$ cat config.mk
export PLATFORM = sky130hd
export DESIGN_NAME = sat_counter
export DESIGN_NICKNAME = d
export VERILOG_FILES = /design/src/rtl/count_pkg.sv /design/src/rtl/sat_counter.sv
export SDC_FILE = /design/constraint.sdc
export NUM_CORES = 1
export LEC_CHECK = 0
export ABC_AREA = 1
export ABC_CLOCK_PERIOD_IN_PS = 1600
export BUFFER_PORTS_ARGS = -buffer_cell sky130_fd_sc_hd__clkbuf_2
export CAP_MARGIN = 20
export CORE_MARGIN = 2
export CORE_UTILIZATION = 30
export CTS_CLUSTER_SIZE = 16
export DETAILED_ROUTE_END_ITERATION = 6
export SLEW_MARGIN = 20
export SYNTH_ARGS = -nofsm -noshare
export SYNTH_HDL_FRONTEND = slang
export SYNTH_SLANG_ARGS = --single-unit
$ cat constraint.sdc
create_clock -name clk -period 1.6 [get_ports clk]
set_input_delay 0.16 -clock clk [delete_from_list [all_inputs] [get_ports clk]]
set_output_delay 0.16 -clock clk [all_outputs]
set_load 0.01 [all_outputs]
$ cat src/rtl/count_pkg.sv
// Shared definitions for the count sequence checker: FSM encoding and
// statistics counter width/saturation limit.
package count_pkg;

    localparam int unsigned STATE_W = 2;
    typedef logic [STATE_W-1:0] state_t;

    localparam logic [1:0] ST_IDLE    = 2'd0;
    localparam logic [1:0] ST_ACQUIRE = 2'd1;
    localparam logic [1:0] ST_LOCKED  = 2'd2;

    localparam int unsigned CNT_W = 8;
    localparam logic [CNT_W-1:0] CNT_MAX = '1;

    function automatic logic [CNT_W-1:0] sat_inc(input logic [CNT_W-1:0] v);
        return (v == CNT_MAX) ? v : v + 1'b1;
    endfunction

endpackage

$ cat src/rtl/sat_counter.sv
// Saturating statistics counter; clear takes priority over increment.
module sat_counter
    import count_pkg::*;
(
    input  logic             clk,
    input  logic             reset,
    input  logic             inc,
    input  logic             clr,
    output logic [CNT_W-1:0] count
);

    logic [CNT_W-1:0] count_q;
    logic [CNT_W-1:0] count_d;

    always_comb begin
        count_d = count_q;
        if (clr) begin
            count_d = '0;
        end else if (inc) begin
            count_d = sat_inc(count_q);
        end
    end

    always_ff @(posedge clk) begin
        if (reset) begin
            count_q <= '0;
        end else begin
            count_q <= count_d;
        end
    end

    assign count = count_q;

endmodule

==> results.txt, run 1 <==
The flow ran to the end, and the final reports show no timing, DRC or antenna violations. The initial antenna violation count came out at 0. The total inserted antenna cells is 0. Among all flip-flop cells after synthesis, the most frequent one is dfxtp_1.

The die height came out at 43.1 um. For the finished layout, the period the worst path requires is 1300 ps. The launching point of the worst reg2reg path is count[0]$_SDFFE_PP0P_. At the pin with the least slew margin, the transition time is 499 ps. Synthesis instantiated 16 different standard cells from the library. The average cell area after synthesis is 6.75 um2. The worst setup path is launched from a flop. Once the floorplan was initialized, standard cells occupied 31.2% of the core. Once placement completed, the tool counted placed cells totaling 94.

The worst setup path is captured at a flop. After detailed routing, the total wire length is 921 um. The DRC violations left came out at 0. The cell type with the largest total area after synthesis is dfxtp_1.

For the worst setup path, the data required time is 1750 ps. The first-pass GRT wire length came out at 1.54 mm. The cell area that synthesis handed to floorplanning was 459 um2. The worst endpoint data arrival time is 1450 ps. After synthesis, the most frequently instantiated cells are 18 x nand2_1, 11 x nor2_1, 8 x dfxtp_1. The depth of the worst register-to-register path is 6. For this design the top-level I/O count stands at 12. The count of clock tree sinks is 8. The maximum level of the CTS H-tree came out at 1. The longest clock path from root to sink contains 2 buffers. The non-filler instance count after layout came out at 97.

The worst register-to-register path has a setup slack of 300 ps. Across the VDD grid, the largest voltage drop is 0.000300 V. By instance count, the leading cell after synthesis is nand2_1. Synthesis inferred 8 register bits.

The fraction of final layout cells with drive strength greater than 1 came out at 25.9%. The power density of the placed cells came out at 709 mW/mm2. TritonCTS built the clock tree. On the final layout, the worst clock skew is 2.39 ps. Setup violations remaining at the end of the flow were counted as 0. The total global routing overflow came out at 0.

The share of Yosys cell area claimed by the top area cell type came out at 34.9%. The die outline width came out at 43.1 um. The static leakage is 0.244 nW. The post-synthesis instance total came out at 68. In this run the worst setup path terminates at count[1]$_SDFFE_PP0P_. Headroom to the max-slew limit came out at 66.6%. Dividing the detail-routed wire length by the instance count gives 9.49 um. The most critical setup path has its startpoint at count[0]$_SDFFE_PP0P_. The via count of the first global-routing pass was 382.

The register clock-pin slew on the reported worst setup and hold paths came out at 60 ps. The total negative setup slack is 0 ps. The number of detailed-routing iterations run before antenna repair came out at 2.

OpenSTA, run right after detailed placement, puts the worst setup slack at 316 ps. The register area share after synthesis came out at 34.9%. In this run, synthesis inferred 0 flip-flops with an integrated enable. The number of nets in the layout is 88. The post-synthesis net count came out at 73. The signed area change from the synthesized netlist to the final layout is 20.2%. The routability-driven placement congestion ratio is 0.783. The number of buffers created by CTS came out at 3.

The end of the worst register-to-register path is count[1]$_SDFFE_PP0P_. The site row count came out at 14. The detailed router finished its first iteration with 3 violations. The path type of the worst setup path is reg -> reg. The area of the die is 0.00186 mm2. The pin count of the biggest net entering global routing came out at 12. The post-layout instance area came out at 552 um2. The count of antenna-violating nets left after detailed routing came out at 0.

The number of flip-flops in the largest register came out at 8. The maximum frequency from static timing analysis came out at 769 MHz. The classification of the worst-slack hold path is in -> reg. The via count of the routed design came out at 441.

The proportion of register bits with asynchronous set or reset after synthesis is 0%. Along the worst path, the maximum fanout reaches 9. The number of endpoints with negative hold slack in the final report was 0.

The number of buffers inserted for hold repair after clock tree synthesis is 0. The synthesis warning total is 0. The ratio of routed vias to standard cells is 4.55.

After synthesis, the cell types taking the most area are dfxtp_1 35%, nand2_1 15%, nor2_1 9.0%. The fraction of the cycle the final worst path needs is 81.3%. The number of setup buffers added after CTS is 0. Setup repair after global routing left no endpoint under its margin. The max-slew violation total from the final report is 0. The smallest setup slack after layout came out at 300 ps.

Global routing used 11.4% of the available tracks across all layers. Once the clock tree was built, the resizer swapped 0 gates to a different size. The buffer type at the clock tree root is clkbuf_4.

The core region area is 0.00147 mm2. The post-detailed-placement half-perimeter wirelength came out at 692 um. The later pin in the worst-skew pair is clocked with a latency of 260 ps. The number of max-cap violations is 0.

The total of buffers placed on input and output ports is 11. Summing all placed instances gives a cell area of 529 um2.
[layout make-up]
class / instances / area (um2)
Inverter: 8 / 30.0
Timing Repair Buffer: 11 / 55.1
Fill cell: 176 / 920
Multi-Input combinational cell: 51 / 264
Sequential cell: 8 / 160
Tap cell: 16 / 20.0
Clock buffer: 3 / 22.5
[cells by family after synthesis]
kind of cell	after synthesis	synth area share, %
simple gates	45	49.3
compound gates	5	5.45
fa+ha+maj	1	2.72
flops	8	34.9
buf+inv	9	7.63
[layer usage]
metal | wire length [um] | GRT usage (%) | share of wire, % | vias to the layer above
met5 | 0 | 0 | 0 | -
met3 | 58 | 3.83 | 6.3 | 3
met1 | 438 | 14.7 | 48 | 184
li1 | - | - | - | 242
met4 | 26 | 7.27 | 2.8 | 0
met2 | 398 | 15.8 | 43 | 12
[where the power goes]
group	total [mW]	switching [mW]	internal [mW]	leakage, nW
logic	0.0236	0.0141	0.00941	0.165
registers	0.205	0.00317	0.202	0.0647
clock network	0.163	0.0764	0.0864	0.0138
total	0.391	0.0938	0.297	0.244
[metrics by stage]
| step | power [mW] | hold slack [ps] | utilization (%) |
|---|---|---|---|
| after floorplan | 0.224 | 313 | - |
| after global placement | 0.232 | 420 | 36.0 |
| after detailed placement | 0.233 | 435 | 36.0 |
| after CTS | 0.396 | 156 | 37.5 |
| after global routing | 0.412 | 177 | 37.5 |
| final | 0.391 | 155 | 37.5 |
[critical path, cell delays in order (launching register included)]
cell	delay, ps
dfxtp_1	420
ha_1	250
nand2_1	110
nor2_4	120
nand2_4	100
a21oi_1	140
nor2_1	60
[cells in the final DEF, fill, tap and decap left out]
cell	count
nand2_1	18
nor2_1	11
clkbuf_2	11
dfxtp_1	8
inv_1	7
a21oi_1	5
nand3_1	5
nor2_4	3
clkbuf_4	3
nand4_1	2
nor3_1	2
inv_2	1
nand2_4	1
nand3b_1	1
nand2_2	1
nand3b_2	1
ha_1	1
[worst min-delay path by stage]
stage               startpoint                    end  slack, ps  depth (start not counted)
floorplan                reset  count[2]$_SDFFE_PP0P_        310                          3
global placement         reset  count[2]$_SDFFE_PP0P_        420                          4
detailed placement         clr  count[2]$_SDFFE_PP0P_        440                          4
CTS                      reset  count[2]$_SDFFE_PP0P_        160                          4
global route             reset  count[2]$_SDFFE_PP0P_        180                          4
finish                   reset  count[2]$_SDFFE_PP0P_        150                          4
Power figures use the tool's default switching activity.
==> run 2: changes to the inputs <==
- ABC_CLOCK_PERIOD_IN_PS: 1600 -> 1300
- clock period: 1.6 -> 1.3 ns (I/O delays scaled with it)
==> run 2 against run 1 <==
Against the previous run: register-to-register slack got worse by 170 ps; first-iteration DRC count down 33%; clock power is 15% higher; combinational power increased by 52%; global-route usage up 0.52 points; hold slack got worse by 14 ps; utilization is 1.2 points higher; clock skew is 3.8 ps higher; maximum frequency increased by 11%; critical path depth stayed put; non-clock buffer count up 2; critical path type unchanged.
==> results.txt, run 2 (synthesis results as in run 1) <==
The number of DRC violations after detailed-routing iteration 0 is 2. The classification of the worst-slack hold path is in -> reg. Together, buffers and inverters on the worst path number 0. The count of buffers added on input and output ports is 11. The final-layout fill cell count came out at 170. The largest stage delay on the critical path came out at 340 ps. The number of buffers between clock root and the deepest sink came out at 2. The number of nets in the layout is 90.

The routed length per instance came out at 9.57 um. The number of flip-flops in the largest register is 8. The number of endpoints with negative hold slack in the final report came out at 0. The internal power contribution is 0.369 mW. The library cells used most frequently in the layout, excluding fill and tap cells, are 18 x nand2_1, 11 x nor2_1, 11 x clkbuf_2. On the critical path the largest part of the delay comes from simple AND/OR/NAND/NOR gates.

The area of the die is 0.00186 mm2. The first-pass GRT wire length came out at 1.66 mm. In this run the clock root is driven by a clkbuf_4. The total inserted antenna cells is 0. From bottom edge to top edge, the die measures 43.1 um.

The static leakage is 0.252 nW. Relative to the synthesized area, the layout overhead comes to 24.0%. STA classifies the critical path endpoint as a flop. The worst setup path is launched from a flop. The number of cells on the worst reg-to-reg path is 6. In this run, placement finished with an instance count of 96. The flow ran to the end, and the final reports show no timing, DRC or antenna violations. The core region area came out at 0.00147 mm2. The number of buffers added for setup after CTS came out at 0. The count of pins on the block boundary came out at 12. The worst endpoint data arrival time came out at 1300 ps. At the end of routability-driven placement, the weighted congestion stood at 0.774. The slew at the pin closest to its max-slew limit is 505 ps. Traced cell by cell, the critical path runs through ha_2 > nand2_1 > nor2_4 > nand2_4 > a21oi_1 > nor2_1.

In the routed design, unresolved DRC markers number 0. The part of the power in registers came out at 52.8%. The minimum clock period after layout is 1170 ps. The clock net in this run drives a total of 8 sinks. The clock power share is 39.6%. The portion of total power attributed to combinational logic is 7.6%. OpenSTA, run right after detailed placement, puts the worst setup slack at 123 ps.

The non-filler instance count after layout came out at 99. The number of detailed-routing iterations run before antenna repair is 4. The setup path with the least slack is of type reg -> reg. The TritonCTS clock tree is yes. The total track usage came out at 11.9%. The max-slew violation total from the final report came to 0. The later-pin clock latency in the skew report is 250 ps. The fraction of final layout cells with drive strength greater than 1 came out at 28.9%.

The largest fanout of any net on the critical path came out at 9. The number of max-cap violations came out at 0. The library cell used most frequently in the layout, excluding fill and tap cells, is nand2_1. Final hold analysis gives a worst-case slack of 141 ps. Summed over all failing endpoints, the final setup total negative slack is 0 ps. The pin count of the biggest net entering global routing is 12. The largest vdd supply drop is 0.000535 V. The largest individual stage delay along the critical path comes from the cell dfxtp_1.

From left edge to right edge, the die measures 43.1 um. The power density of the placed cells is 831 mW/mm2. The fraction of the cycle the final worst path needs came out at 89.8%. Setup repair after global routing left no endpoint under its margin. The site row count is 14. The maximum level of the CTS H-tree is 1. For this block, the via count after detailed routing is 452. The ratio of routed vias to standard cells is 4.57.

The worst hold path passes through 4 cells. The path length in cells of the critical path is 6. The required arrival time at the worst endpoint came out at 1440 ps.

The count of final setup violators came out at 0. The final worst clock skew is 6.21 ps. Timing would allow up to 857 MHz. The net switching power is 0.105 mW. In this run switching power makes up 22.1% of total power. The post-detailed-placement half-perimeter wirelength is 737 um. Once the floorplan was initialized, standard cells occupied 31.2% of the core. The count of nets left with antenna violations once routing finished came out at 0. The wire length after detailed routing came out at 947 um. The number of buffers created by CTS is 3. Across all setup checks in the final design, the least slack found is 133 ps. The total global routing overflow is 0.

Measured against its own limit, the worst slew margin works out to 66.2%. The via count of the first global-routing pass came out at 411. Clock-pin slew was measured on the worst setup and hold paths at 60 ps. The initial antenna violation count came to 0.
run 2: changes by cell type in the layout (fill, tap and decap cells not counted), sizes merged:
cell and delta:
buf +2
run 2: stage by stage:
step,power [mW],instance area (um2),util [%]
final,0.473,569,38.7
after global routing,0.505,569,38.7
after CTS,0.485,567,38.5
after detailed placement,0.291,544,37.0
after global placement,0.290,544,37.0
after floorplan,0.275,459,-
run 2: cell type report:
type	count	area, um2	share of cell area, %
timing repair buffer	13	70.1	12.3
tap	16	20.0	3.52
sequential	8	160	28.1
multi-input combinational	51	267	46.8
clock buffer	3	22.5	3.96
inverter	8	30.0	5.27
run 2: power groups by stage:
stage	clock, mW	sequential (mW)	combinational [mW]
5_1_grt	0.214	0.250	0.0407
6_report	0.188	0.250	0.0359
4_1_cts	0.199	0.250	0.0361
2_1_floorplan	0	0.258	0.0171
3_3_place_gp	0	0.255	0.0350
3_5_place_dp	0	0.255	0.0359
run 2: worst register-to-register path: stages, from the launching register on:
cell and delay (ps):
dfxtp_1 340, ha_2 200, nand2_1 90, nor2_4 120
nand2_4 90, a21oi_1 160, nor2_1 50
run 2: repair_timing:
action | 4_1_cts | 5_1_grt
hold buffers | 0 | 0
setup endpoints to repair | 0 | 2
gates resized for setup | 0 | 1
run 2: final timing paths:
path	from	end	slack [ps]
max	count[1]$_SDFFE_PP0P_	count[3]$_SDFFE_PP0P_	130
min	clr	count[2]$_SDFFE_PP0P_	140
max reg2reg	count[1]$_SDFFE_PP0P_	count[3]$_SDFFE_PP0P_	130
min reg2reg	count[5]$_SDFFE_PP0P_	count[5]$_SDFFE_PP0P_	530
run 2: routing by layer:
metal	vias up	part of all wire (%)	routed length [um]	global-route usage, %
li1	248	-	-	-
met2	11	47	443	18.5
met1	193	48	459	15.4
met3	0	4.6	44	2.55
met4	0	0	0	5.45
met5	-	0	0	0
==> run 3: changes to the inputs <==
- ABC_CLOCK_PERIOD_IN_PS: 1300 -> 1340
- SETUP_SLACK_MARGIN: not set -> 0.02
- clock period: 1.3 -> 1.34 ns (I/O delays scaled with it)
==> run 3 against run 2 <==
Against the previous run: routed wire length up 5.4%; hold slack worse by 18 ps; sequential power down 3%; die area unchanged; utilization down 0.43 points; global-route usage up 0.53 points; via count up 6.2%; combinational power down 11%; sequential share of layout area up 0.53 points.
==> results.txt, run 3 (synthesis results as in run 1) <==
The number of buffers inserted for hold repair after clock tree synthesis came out at 0. The via count of the routed design came out at 480. The later-pin clock latency in the skew report came out at 260 ps. The switching share of power came out at 24.5%. The post-route netlist has 29.3% of its cells at a drive strength greater than 1.

For this configuration, the core starts out at a cell density of 31.2%. The routed length per instance is 10.2 um. The count of final setup violators is 0. The critical path goes through ha_2 > nand2_1 > nor2_4 > nand2_4 > a21oi_1 > nor2_1.

The net switching power came out at 0.116 mW. The count of antenna-violating nets left after detailed routing came out at 0. The first TritonRoute pass finished after 4 iterations. The total global routing overflow came out at 0. TritonCTS built the clock tree. For this block, wires on met1 add up to 465 um.

Leaving out fill and tap cells, the most frequent cell in the layout is nand2_1. The number of buffers between clock root and the deepest sink came out at 2. The site row count is 14. The worst setup path is captured at a flop. The core region area came out at 0.00147 mm2. The die covers 0.00186 mm2.

The tree is rooted in a clkbuf_4. Using the TritonRoute via totals, the vias-per-cell ratio works out to 4.90. After clock tree synthesis, the setup repair step added 0 buffers. The final-layout fill cell count came out at 180. The max-slew violation total from the final report was 0. The DRC violations left came out at 0. The required arrival time at the worst endpoint is 1500 ps. The length of routed met2 wiring is 450 um. The count of clock tree sinks came out at 8. Headroom to the max-slew limit came out at 67.8%. The count of pins on the block boundary is 12.

The total track usage came out at 12.4%. The post-detailed-placement half-perimeter wirelength is 715 um. The number of buffers created by CTS is 3. The minimum clock period after layout is 1220 ps. The signed area change from the synthesized netlist to the final layout is 22.6%. The pin count of the biggest net entering global routing is 12. Setup repair after global routing left no endpoint under its margin. Clock skew on the completed layout was measured at 1.55 ps.

Hold is met by 123 ps. The initial antenna violation count is 0. The total of buffers placed on input and output ports came out at 11. The via count of the first global-routing pass came out at 432.

In this run the number of H-tree levels came out at 1. The number of nets in the layout came out at 89. The internal power contribution is 0.358 mW.

The wire length after detailed routing came out at 998 um. The die height came out at 43.1 um. The number of flip-flops in the largest register came out at 8.

The die outline width is 43.1 um. The amount of wire on met3 after detailed routing came out at 42 um. The static leakage is 0.247 nW.

The path class of the tightest hold or removal check is in -> reg. At the end of routability-driven placement, the weighted congestion stood at 0.724. The register area came out at 161 um2. The clock power share came out at 41.9%.

The largest stage delay on the critical path came out at 360 ps. The path type of the worst setup path is reg -> reg. Setup total negative slack on the finished layout was measured at 0 ps. The largest fanout of any net on the critical path came out at 9. The first global-routing pass estimated 1.70 mm of wire. The maximum frequency from static timing analysis is 819 MHz. The run finished with clean final reports. The number of instances resized during post-cts repair is 0.

The total inserted antenna cells came out at 0. The largest vdd supply drop came out at 0.000395 V. The number of endpoints with negative hold slack in the final report came out at 0. STA classifies the critical path startpoint as a flop. The largest individual stage delay along the critical path comes from the cell dfxtp_2. At the worst endpoint, the arrival time is 1380 ps. In the layout the commonest cells are 18 x nand2_1, 11 x nor2_1, 11 x clkbuf_2. Routed signal wires occupy layers up through met4. The footprint of the multi-input gates is 267 um2. The power density of the placed cells came out at 841 mW/mm2. The part of the power in registers is 51.3%. The slew at the pin closest to its max-slew limit came out at 482 ps. Max-cap violations in this run came to 0. The fraction of the cycle the final worst path needs came out at 91.1%. The number of DRC violations after detailed-routing iteration 0 came out at 3.

The portion of total power attributed to combinational logic is 6.7%. After clock tree synthesis, the clock-pin slew on the worst setup and hold paths is 60 ps.
run 3: cell count changes in the layout (fill, tap and decap cells not counted), sizes merged:
| cell | delta |
|---|---|
| buf | -1 |
run 3: through the flow:
| stage | total power, mW | cell area, um2 | cells | util (%) | worst slack [ps] |
|---|---|---|---|---|---|
| floorplan | 0.267 | 459 | 68 | - | 103 |
| global placement | 0.279 | 537 | 95 | 36.5 | 133 |
| detailed placement | 0.280 | 537 | 95 | 36.5 | 89.8 |
| CTS | 0.476 | 559 | 98 | 38.0 | 60.8 |
| global route | 0.490 | 563 | 98 | 38.3 | 31.4 |
| finish | 0.474 | 563 | 98 | 38.3 | 119 |
run 3: worst max-delay path: cells and delay by family, from the launching register on:
kind	cells	cell delay, ps
fa+ha+maj	1	210
simple gates	4	380
compound gates	1	170
flops	1	360
run 3: final cells by class:
| cell class | instances | share of cell area (%) |
|---|---|---|
| Clock buffer | 3 | 4.00 |
| Inverter | 8 | 5.33 |
| Multi-Input combinational cell | 51 | 47.3 |
| Sequential cell | 8 | 28.7 |
| Tap cell | 16 | 3.56 |
| Timing Repair Buffer | 12 | 11.1 |
run 3: metal layers:
metal  vias to the layer above  global-route usage [%]
li1                        245                       -
met1                       218                    14.9
met5                         -                       0
met4                         0                    9.09
met3                         5                    2.55
met2                        12                    19.1
run 3: power groups by stage:
stage | sequential (mW) | clock, mW | combinational [mW]
6_report | 0.243 | 0.199 | 0.0318
3_3_place_gp | 0.248 | 0 | 0.0309
5_1_grt | 0.243 | 0.211 | 0.0358
2_1_floorplan | 0.250 | 0 | 0.0166
4_1_cts | 0.243 | 0.202 | 0.0315
3_5_place_dp | 0.248 | 0 | 0.0314
run 3: final timing paths:
path,startpoint,to,slack [ps],depth (start not counted)
hold / removal,reset,count[2]$_SDFFE_PP0P_,120,4
setup reg to reg,count[1]$_SDFFE_PP0P_,count[3]$_SDFFE_PP0P_,120,6
setup / recovery,count[1]$_SDFFE_PP0P_,count[3]$_SDFFE_PP0P_,120,6
hold reg to reg,count[5]$_SDFFE_PP0P_,count[5]$_SDFFE_PP0P_,530,4
